===== config.mk =====
export PLATFORM = sky130hd
export DESIGN_NAME = bus_xfer_unit
export DESIGN_NICKNAME = d
export VERILOG_FILES = /design/src/rtl/bus_xfer_unit.sv
export SDC_FILE = /design/constraint.sdc
export NUM_CORES = 1
export LEC_CHECK = 0
export BUFFER_PORTS_ARGS = -buffer_cell sky130_fd_sc_hd__buf_2
export CAP_MARGIN = 20
export CORE_AREA = 2 2 333 335
export DETAILED_ROUTE_END_ITERATION = 8
export DIE_AREA = 0 0 335 337
export SKIP_LAST_GASP = 1
export SLEW_MARGIN = 20
export SYNTH_ARGS = -nofsm -noshare
export SYNTH_HDL_FRONTEND = slang
export SYNTH_SLANG_ARGS = --single-unit

===== constraint.sdc =====
create_clock -name clk -period 3.7 [get_ports clk]
set_input_delay 0.74 -clock clk [delete_from_list [all_inputs] [get_ports clk]]
set_output_delay 0.74 -clock clk [all_outputs]
set_load 0.02 [all_outputs]

===== src/rtl/bus_xfer_unit.sv =====
// bus_xfer_unit: registered source-bus mux with idle hold, conflict detection and fixed/round-robin grant.
module bus_xfer_unit #(
  parameter int WIDTH = 32,
  parameter int NSRC = 24,
  parameter bit HOLD_IDLE = 1'b1,
  parameter bit ARB_MODE = 1'b0,
  localparam int SEL_W = $clog2(NSRC)
) (
  input  logic                  clk,
  input  logic                  clr,
  input  logic [NSRC*WIDTH-1:0] src_data,
  input  logic [NSRC-1:0]       src_out,
  input  logic                  conflict_clr,
  output logic [WIDTH-1:0]      bus_out,
  output logic                  bus_valid,
  output logic [SEL_W-1:0]      bus_sel,
  output logic                  conflict,
  output logic [7:0]            conflict_cnt,
  output logic [15:0]           xfer_cnt
);
  if (NSRC < 2 || WIDTH < 1) begin : g_bad_size
    $error("bus_xfer_unit needs NSRC >= 2 and WIDTH >= 1");
  end
  logic [WIDTH-1:0] bus_out_q;
  logic             bus_valid_q, conflict_q, conflict_d, any_d, multi_d;
  logic [SEL_W-1:0] bus_sel_q, rp_q, grant_d;
  logic [7:0]       conflict_cnt_q, conflict_cnt_d;
  logic [15:0]      xfer_cnt_q;
  int               idx;
  // Descending scans so the earliest candidate in search order is the last write.
  always_comb begin
    grant_d = '0;
    idx = 0;
    if (!ARB_MODE) begin
      for (int i = NSRC - 1; i >= 0; i--)
        if (src_out[i]) grant_d = SEL_W'(i);
    end else begin
      for (int k = NSRC; k >= 1; k--) begin
        idx = (int'(rp_q) + k) % NSRC;
        if (src_out[idx]) grant_d = SEL_W'(idx);
      end
    end
    any_d = |src_out;
    multi_d = |(src_out & (src_out - 1'b1));
    conflict_d = multi_d | (conflict_q & ~conflict_clr);
    conflict_cnt_d = multi_d ? (conflict_clr ? 8'd1 : conflict_cnt_q + {7'd0, conflict_cnt_q != 8'hff})
                             : (conflict_clr ? 8'd0 : conflict_cnt_q);
  end
  always_ff @(posedge clk) begin
    if (clr) begin
      bus_out_q <= '0;
      bus_valid_q <= 1'b0;
      bus_sel_q <= '0;
      conflict_q <= 1'b0;
      conflict_cnt_q <= '0;
      xfer_cnt_q <= '0;
      rp_q <= SEL_W'(NSRC - 1);
    end else begin
      bus_valid_q <= any_d;
      conflict_q <= conflict_d;
      conflict_cnt_q <= conflict_cnt_d;
      if (any_d) begin
        bus_out_q <= src_data[int'(grant_d)*WIDTH +: WIDTH];
        bus_sel_q <= grant_d;
        rp_q <= grant_d;
      end else if (!HOLD_IDLE) begin
        bus_out_q <= '0;
      end
      if (any_d && !multi_d) xfer_cnt_q <= xfer_cnt_q + 16'd1;
    end
  end
  assign bus_out = bus_out_q;
  assign bus_valid = bus_valid_q;
  assign bus_sel = bus_sel_q;
  assign conflict = conflict_q;
  assign conflict_cnt = conflict_cnt_q;
  assign xfer_cnt = xfer_cnt_q;
endmodule


### Word-level counts from Yosys, hierarchy flattened

Index checks and enable logic that the tools add are counted.
Widths: inputs -> output; s select.

| storage, ports and cells | value |
|---|---|
| output and inout bits | 63 |
| memories | 0 |
| bits in read-only memories | 0 |
| register bits | 63 |
| RAM bits | 0 |
| word-level logic and storage cells | 47 |
| input port bits | 795 |
| latch bits | 0 |

| cells by class | value |
|---|---|
| multipliers | 0 |
| shift operators | 1 |
| bitwise logic cells | 4 |
| equal/unequal tests | 1 |
| add/subtract/negate cells | 3 |
| muxes and demuxes | 27 |
| magnitude comparators | 0 |
| reductions and logical operators | 5 |
| divide/modulo/power cells | 0 |

Operators with widths:

| cell | number |
|---|---|
| $shiftx 768x11->32 | 1 |
| $mux 5 | 24 |
| $reduce_or 24->1 | 2 |
| $and 24x24->24 | 1 |
| $mux 8 | 3 |
| $sub 24x1->24 const B | 1 |
| $add 16x1->16 const B | 1 |
| $add 8x1->8 | 1 |
| $ne 8x8->1 const B | 1 |
| $reduce_bool 2->1 | 1 |
| $and 1x1->1 | 1 |
| $logic_and 1x1->1 | 1 |
| $logic_not 1->1 | 1 |
| $not 1->1 | 1 |
| $or 1x1->1 | 1 |

### Longest topological paths before layout

Gate-level depths: netlist of run 1.

| depth | value |
|---|---|
| word-level depth | 25 |
| depth in mapped cells | 13 |
| depth with buffers taken out | 8 |

### Worst setup path before layout of run 1

OpenSTA, ideal clock, no wires.

| path | value |
|---|---|
| path type | input-to-reg |
| start | input port src_out[16] |
| end | register bus_out_q[2], in the netlist bus_out[2] |
| stages | 11 |
| path slack | 747 ps |
| arrival | 2833 ps |
| data required time | 3580 ps |
| path buffers | 3 |
| cell sequence | or4_1 -> o211ai_1 -> and3_1 -> buf_4 -> and3_1 -> clkbuf_1 -> nor2_1 -> buf_2 -> a221oi_1 -> a211oi_1 -> a211o_1 |

| on the way | value |
|---|---|
| cells in the longest elaborated chain, start to end | 18 |
| elaborated cells on any way between the ends | 19 |
| those cells by class | shift: 1; mux: 17; reduce/logical: 1 |

RTL lines:

| item | RTL line | RTL |
|---|---|---|
| start: declaration | 12 | `input logic [NSRC-1:0] src_out,` |
| $mux 5 (17 in a row) | 36 | `if (src_out[i]) grant_d = SEL_W'(i);` |
| $shiftx 768x11->32 | 63 | `bus_out_q <= src_data[int'(grant_d)*WIDTH +: WIDTH];` |
| end signal: assignment | 63 |  |
| end: declaration | 24 | `logic [WIDTH-1:0] bus_out_q;` |

Parallel ways exist; a longest one is shown, timed or not.
A chain may end at the register's enable or synchronous reset.

### Worst setup path in the final report of run 1

| path | value |
|---|---|
| start | input port src_out[16] |
| end | register bus_out_q[3], in the netlist bus_out[3] |

The elaborated chain is that of the path after synthesis.

==> results of run 1 <==
==> registers in the layout (all words and copies together), names as in the netlist <==
name and count:
bus_valid 1, bus_out 32, conflict 1, conflict_cnt 8, xfer_cnt 16, bus_sel 5
==> worst reg2reg max path: stages, from the launching register on <==
cell	delay (ps)
sky130_fd_sc_hd__dfxtp_1	430
sky130_fd_sc_hd__and4_1	250
sky130_fd_sc_hd__and3_1	210
sky130_fd_sc_hd__and3_1	230
sky130_fd_sc_hd__and3_1	220
sky130_fd_sc_hd__nand3_1	110
sky130_fd_sc_hd__nor4_1	320
sky130_fd_sc_hd__xnor2_1	160
sky130_fd_sc_hd__nor2_1	50
==> final cells by class <==
class,count,area [um2],area share (%)
Tap cell,1426,1784,10.93
Clock buffer,9,225.2,1.379
Timing Repair Buffer,995,5738,35.14
Inverter,3,11.26,0.06896
Multi-Input combinational cell,1136,7149,43.78
Clock inverter,7,102.6,0.6283
Antenna cell,23,57.56,0.3525
Sequential cell,63,1261,7.724
==> cell families (layout without fill, tap and decap cells) <==
| kind of cell | Yosys count | in the layout |
|---|---|---|
| compound gates | 333 | 333 |
| xor+xnor | 18 | 18 |
| fa+ha+maj | 6 | 6 |
| buf+inv | 121 | 1014 |
| flops | 63 | 63 |
| mux | 131 | 131 |
| other cells | 0 | 23 |
| simple gates | 648 | 648 |
==> worst paths after layout <==
path               startpoint           end  slack, ps  cells after the start
hold / removal     bus_sel[0]    bus_sel[0]        460                      2
setup / recovery  src_out[16]    bus_out[3]        160                     10
setup reg to reg  xfer_cnt[2]  xfer_cnt[15]       1620                      8
hold reg to reg    bus_sel[0]    bus_sel[0]        460                      2
==> through the flow <==
step / TNS [ps] / setup WS, ps / util [%]
after floorplan: 0 / 747.3 / -
after global placement: -2668 / -558.4 / 14.52
after detailed placement: -1627 / -320.1 / 14.54
after CTS: 0 / 118.2 / 14.84
after global routing: 0 / 69.12 / 14.87
final: 0 / 160.7 / 14.90
==> power by group <==
part           total [mW]  switching, mW  internal [mW]  leakage (nW)
Clock                1.09          0.491          0.601         0.157
Combinational        1.65          0.933          0.722          6.87
Sequential          0.820         0.0947          0.725         0.519
==> routing by layer <==
metal  up-vias  global-route usage [%]  share of wire, %
met5         -                       0              0.17
met4        26                   4.761               3.2
met3       159                   5.021               9.5
met2       954                   23.10                40
met1      7253                   22.70                47
li1       6780                       -                 -
==> Yosys cell counts, types with 15 or more instances <==
| master | count |
|---|---|
| sky130_fd_sc_hd__a211o_1 | 23 |
| sky130_fd_sc_hd__a211oi_1 | 26 |
| sky130_fd_sc_hd__a21oi_1 | 45 |
| sky130_fd_sc_hd__a221o_1 | 27 |
| sky130_fd_sc_hd__a221oi_1 | 48 |
| sky130_fd_sc_hd__a31oi_1 | 22 |
| sky130_fd_sc_hd__a32oi_1 | 31 |
| sky130_fd_sc_hd__buf_2 | 40 |
| sky130_fd_sc_hd__clkbuf_1 | 63 |
| sky130_fd_sc_hd__dfxtp_1 | 63 |
| sky130_fd_sc_hd__mux2_1 | 15 |
| sky130_fd_sc_hd__mux2_2 | 41 |
| sky130_fd_sc_hd__mux2i_1 | 75 |
| sky130_fd_sc_hd__nand2_1 | 371 |
| sky130_fd_sc_hd__nand3_1 | 138 |
| sky130_fd_sc_hd__nand4_1 | 32 |
| sky130_fd_sc_hd__nor2_1 | 46 |
| sky130_fd_sc_hd__o21ai_0 | 40 |
| sky130_fd_sc_hd__o22ai_1 | 31 |
==> results_dict.tcl, run 1 <==
set metrics [dict create \
    nNetsFinal 3006 \
    die-height_um 337 \
    critical-path-top-delay-family "compound AO/OA/AOI/OAI gates" \
    syn-num-nets 2118 \
    critical_path_buf_inv_count 3 \
    power.density_nw_per_um2 218.4 \
    timing_max_transition_violations_final 0 \
    die_width_um 335 \
    ant_nets 0 \
    worst_skew_pair.late_latency_ps 390 \
    netlist_instances 1320 \
    worst-path-max-fanout 6 \
    report.final.setup_viol 0 \
    yosys-top-cells-area "sky130_fd_sc_hd__nand2_1 16%, sky130_fd_sc_hd__dfxtp_1 14%, sky130_fd_sc_hd__mux2i_1 8.5%, sky130_fd_sc_hd__nand3_1 7.8%, sky130_fd_sc_hd__mux2_2 5.2%" \
    cts_stage_hold_buffer_count 0 \
    max_slew.worst_pin.slew_ps 1096 \
    finalWorstPathRequiredPeriod_ps 3539 \
    critical_path_class "in2reg" \
    route.detailed.vias_per_inst 4.143 \
    syn-cell-area_um2 8843 \
    synth_top_cell_area_share_pct 15.75 \
    num_io_pins 858 \
    dp_hpwl_mm 83.77 \
    timing_hold_violations_final 0 \
    area_fraction_in_compound_gates_after_synthesis_pct 28.07 \
    grt_pass1_wl_mm 121.3 \
    synthesis.yosys.warnings 0 \
    clk_path_buf_depth 2 \
    rsz0062_at_grt "no" \
    port-buffer-count 857 \
    whs_ps 460.9 \
    most-common-layout-cells "857 x sky130_fd_sc_hd__buf_2, 370 x sky130_fd_sc_hd__nand2_1, 137 x sky130_fd_sc_hd__nand3_1" \
    via_count_of_the_first_global_routing_pass 13960 \
    cts_root_buffer "sky130_fd_sc_hd__clkbuf_16" \
    slowest_stage_cell_crit_path "sky130_fd_sc_hd__a32oi_1" \
    most_common_library_cell_in_the_layout_ignoring_fill_and_taps "sky130_fd_sc_hd__buf_2" \
    max_cap_viol_count 0 \
    fin_cells 3662 \
    effective_utilization_at_floorplan_pct 8.069 \
    cts_buffers 9 \
    wl_per_cell_um 26.28 \
    fp.dieArea_um2 112900 \
    worst_ir_drop_vdd_v 0.0002123 \
    timing.final.crit_share_pct 95.66 \
    leakage_nw 7.544 \
    clock-sinks 63 \
    synthFlopType "sky130_fd_sc_hd__dfxtp_1" \
    clk_transition_reported_paths_ps 70 \
    postPlaceCellArea_um2 15930 \
    drt_iter0_drc 1141 \
    fp-row-count 122 \
    place.gp.congestion 0.9145 \
    drive_above_1_share_pct 49.39 \
    placed_cells 3623 \
    start_kind "primary input" \
    setup_fix_buffers_added_after_clock_tree_synthesis 0 \
    cts_tree "built" \
    synth_simple_gate_area_share_pct 33.08 \
    slew_headroom_pct 26.90 \
    totalWireLength_mm 96.24 \
    result_of_the_run "finished, final reports clean" \
    number_of_antenna_violations_at_the_first_check_in_global_routing 61 \
    share_of_synthesized_registers_carrying_an_async_set_or_reset_pct 0 \
    gr-usage-all-layers_pct 16.09 \
    holdCritPathClass "reg2reg" \
    category_of_the_worst_setup_path_capture_point "flip-flop" \
    drc 0 \
    syn2layout_area_growth_pct 84.65 \
    synth-edff-count 0 \
    post_cts_resized 0 \
    list_of_cells_traversed_by_the_critical_path "buf_2 -> or4_1 -> o211ai_1 -> nand3_1 -> buf_4 -> nand3_1 -> buf_4 -> a21oi_1 -> a32oi_1 -> a211o_1" \
    required_ps 4030 \
    post-synth-top-area-cell "sky130_fd_sc_hd__nand2_1" \
    synthesis.area_per_instance_um2 6.700 \
    ctsHtreeMaxLevel 3 \
    synthMuxAreaShare_pct 15.62 \
    synth_top_family_by_area "simple AND/OR/NAND/NOR gates" \
    maximum_number_of_pins_on_one_net_before_global_route_repair 56 \
    final.setup_skew_ps 3.618 \
    maxClockFrequency_ghz 0.2825 \
    power.total_mw 3.566 \
    critPathArrivalTime_ps 3870 \
    seq_area_frac_synth_pct 14.26 \
    detailroute.via_count 15170 \
    cpPeakStageDelay_ps 800 \
    yosys.cell_types.count 62 \
    nFillCells 12720 \
    synth-xor-area-share_pct 1.783 \
    synth_fa_ha_area_share_pct 0.7640 \
    fin_area_um2 16330 \
    first_pass_iters 5 \
    synth-seq-cells 63 \
    gr-total-overflow 0 \
    floorplan.core_area_um2 109600 \
]
No activity file was read; power rests on OpenSTA's default activity.
==> run 2: changes to the inputs <==
MAX_ROUTING_LAYER = met4   (was unset)
==> run 2 against run 1 <==
Total power fell by 5.1%. First-iteration DRC count is 3.1% lower. Non-clock buffer count shrank 2. Via count hardly changed. Sequential power hardly changed. Die area did not move. Maximum frequency is 3.2% higher. Clock power fell by 15%. Sequential share of layout area hardly changed. Clock-buffer cell count increased by 2.
==> results_dict.tcl, run 2 (same netlist as run 1, synthesis figures left out) <==
set metrics [dict create \
    result_of_the_run "finished, final reports clean" \
    list_of_cells_traversed_by_the_critical_path "buf_2 -> nor4_2 -> nand4_1 -> buf_4 -> nor2_4 -> buf_4 -> o21ai_0 -> a221oi_1 -> a211o_1" \
    multi_input_area_um2 7149 \
    gr-total-overflow 0 \
    holdCritPathClass "reg2reg" \
    first_pass_iters 5 \
    fp-row-count 122 \
    num_io_pins 858 \
    ctsHtreeMaxLevel 3 \
    fp.dieArea_um2 112900 \
    floorplan.core_area_um2 109600 \
    drc 0 \
    whs_ps 456.7 \
    worst_r2r_path_depth 8 \
    route.detailed.vias_per_inst 4.109 \
    place.gp.congestion 0.9372 \
    final.setup_skew_ps 9.627 \
    timing.final.crit_share_pct 92.72 \
    required_ps 4040 \
    maximum_number_of_pins_on_one_net_before_global_route_repair 85 \
    timing.hold.worst_path_depth 2 \
    clock-sinks 63 \
    slew_headroom_pct 36.67 \
    wl_per_cell_um 26.19 \
    worst_ir_drop_vdd_v 0.0002221 \
    critical_path_class "in2reg" \
    register_cell_area_after_layout_um2 1261 \
    r2r_slack_ps 1570 \
    port-buffer-count 857 \
    dp_hpwl_mm 84.03 \
    cp_common_cell "sky130_fd_sc_hd__buf_4" \
    tns_ps 0 \
    die_width_um 335 \
    syn2layout_area_growth_pct 84.03 \
    die-height_um 337 \
    number_of_antenna_violations_at_the_first_check_in_global_routing 63 \
    power.density_nw_per_um2 208.0 \
    category_of_the_worst_setup_path_capture_point "flip-flop" \
    leakage_nw 7.487 \
    critPathArrivalTime_ps 3770 \
    rsz0062_at_grt "no" \
    clk_transition_reported_paths_ps 70 \
    nFillCells 12750 \
    max_slew.worst_pin.slew_ps 950.0 \
    gr-usage-all-layers_pct 16.73 \
    placed_cells 3621 \
    ant_nets 0 \
    grt_pass1_wl_mm 122.9 \
    worst_skew_pair.late_latency_ps 390 \
    worst-path-max-fanout 14 \
    report.final.setup_viol 0 \
    drive_above_1_share_pct 49.25 \
    max_cap_viol_count 0 \
    min_to "bus_sel[0]" \
    setup_fix_buffers_added_after_clock_tree_synthesis 0 \
    slowest_stage_cell_crit_path "sky130_fd_sc_hd__a221oi_1" \
    timing_max_transition_violations_final 0 \
    fin_cells 3689 \
    nNetsFinal 3004 \
    largest_register_ffs 32 \
    most_common_library_cell_in_the_layout_ignoring_fill_and_taps "sky130_fd_sc_hd__buf_2" \
    drt_iter0_drc 1106 \
    worst_r2r_endpoint "xfer_cnt[15]" \
    effective_utilization_at_floorplan_pct 8.069 \
    timing_hold_violations_final 0 \
    most-common-layout-cells "858 x sky130_fd_sc_hd__buf_2, 370 x sky130_fd_sc_hd__nand2_1, 137 x sky130_fd_sc_hd__nand3_1" \
    cts_tree "built" \
    maxClockFrequency_ghz 0.2915 \
    min_from "bus_sel[0]" \
    utilization_after_layout_pct 14.85 \
    clk_path_buf_depth 2 \
    detailroute.via_count 15160 \
    cpPeakStageDelay_ps 760 \
    cts_buffers 9 \
    via_count_of_the_first_global_routing_pass 14290 \
    cts_root_buffer "sky130_fd_sc_hd__clkbuf_16" \
    start_kind "primary input" \
    totalWireLength_mm 96.61 \
    finalWorstPathRequiredPeriod_ps 3431 \
    r2r-start "xfer_cnt[2]" \
]
## run 2: cell count changes in the layout (fill, tap and decap cells not counted), moves of 2 or more
cell	previous run	this run
sky130_fd_sc_hd__bufinv_16	2	0
sky130_fd_sc_hd__buf_12	33	29
sky130_fd_sc_hd__diode_2	23	52
sky130_fd_sc_hd__inv_6	3	0
sky130_fd_sc_hd__clkbuf_1	0	2
sky130_fd_sc_hd__clkinv_2	0	2
## run 2: layout make-up
class	instances	share of cell area [%]
Clock buffer	11	1.430
Antenna cell	52	0.7996
Multi-Input combinational cell	1136	43.93
Inverter	3	0.06919
Timing Repair Buffer	993	34.84
Sequential cell	63	7.750
Tap cell	1426	10.96
Clock inverter	5	0.2153
## run 2: layer usage
| metal | part of all wire [%] | vias to the layer above | track usage [%] | routed length (um) |
|---|---|---|---|---|
| met5 | 0 | - | - | 0 |
| met4 | 3.2 | 0 | 5.534 | 3129 |
| met3 | 9.1 | 123 | 4.917 | 8769 |
| met2 | 41 | 926 | 23.37 | 39340 |
| met1 | 47 | 7291 | 22.71 | 45370 |
| li1 | - | 6819 | - | - |
## run 2: worst max-delay path by stage
stage / from / to / slack [ps] / cells after the start
final: src_out[11] / bus_out[6] / 270 / 9
after global routing: src_out[11] / bus_out[6] / 10 / 9
after CTS: src_out[11] / bus_out[22] / 190 / 9
after detailed placement: src_out[11] / bus_out[22] / -260 / 9
after global placement: src_out[11] / bus_out[2] / -550 / 9
after floorplan: src_out[16] / bus_out[2] / 750 / 11
## run 2: critical path: cells and delay by family
family | cells | cell delay (ps)
simple gates | 3 | 1130
compound gates | 3 | 1130
buf+inv | 3 | 740
## run 2: power by group
group | leakage, nW | switching, mW | internal, mW
registers | 0.519 | 0.0923 | 0.725
logic | 6.84 | 0.929 | 0.713
clock network | 0.130 | 0.471 | 0.456
total | 7.49 | 1.49 | 1.89
## run 2: through the flow
stage / instance area (um2) / power [mW] / setup WS, ps
after global routing: 16250 / 3.593 / 11.46
final: 16270 / 3.385 / 269.3
after floorplan: 8843 / 1.433 / 747.3
after global placement: 15850 / 2.476 / -551.4
after detailed placement: 15870 / 2.467 / -259.1
after CTS: 16140 / 3.464 / 190.8
## run 2: timing repair
action,4_1_cts,5_1_grt
hold buffers,0,0
resized for setup,0,1
setup endpoints to repair,0,1
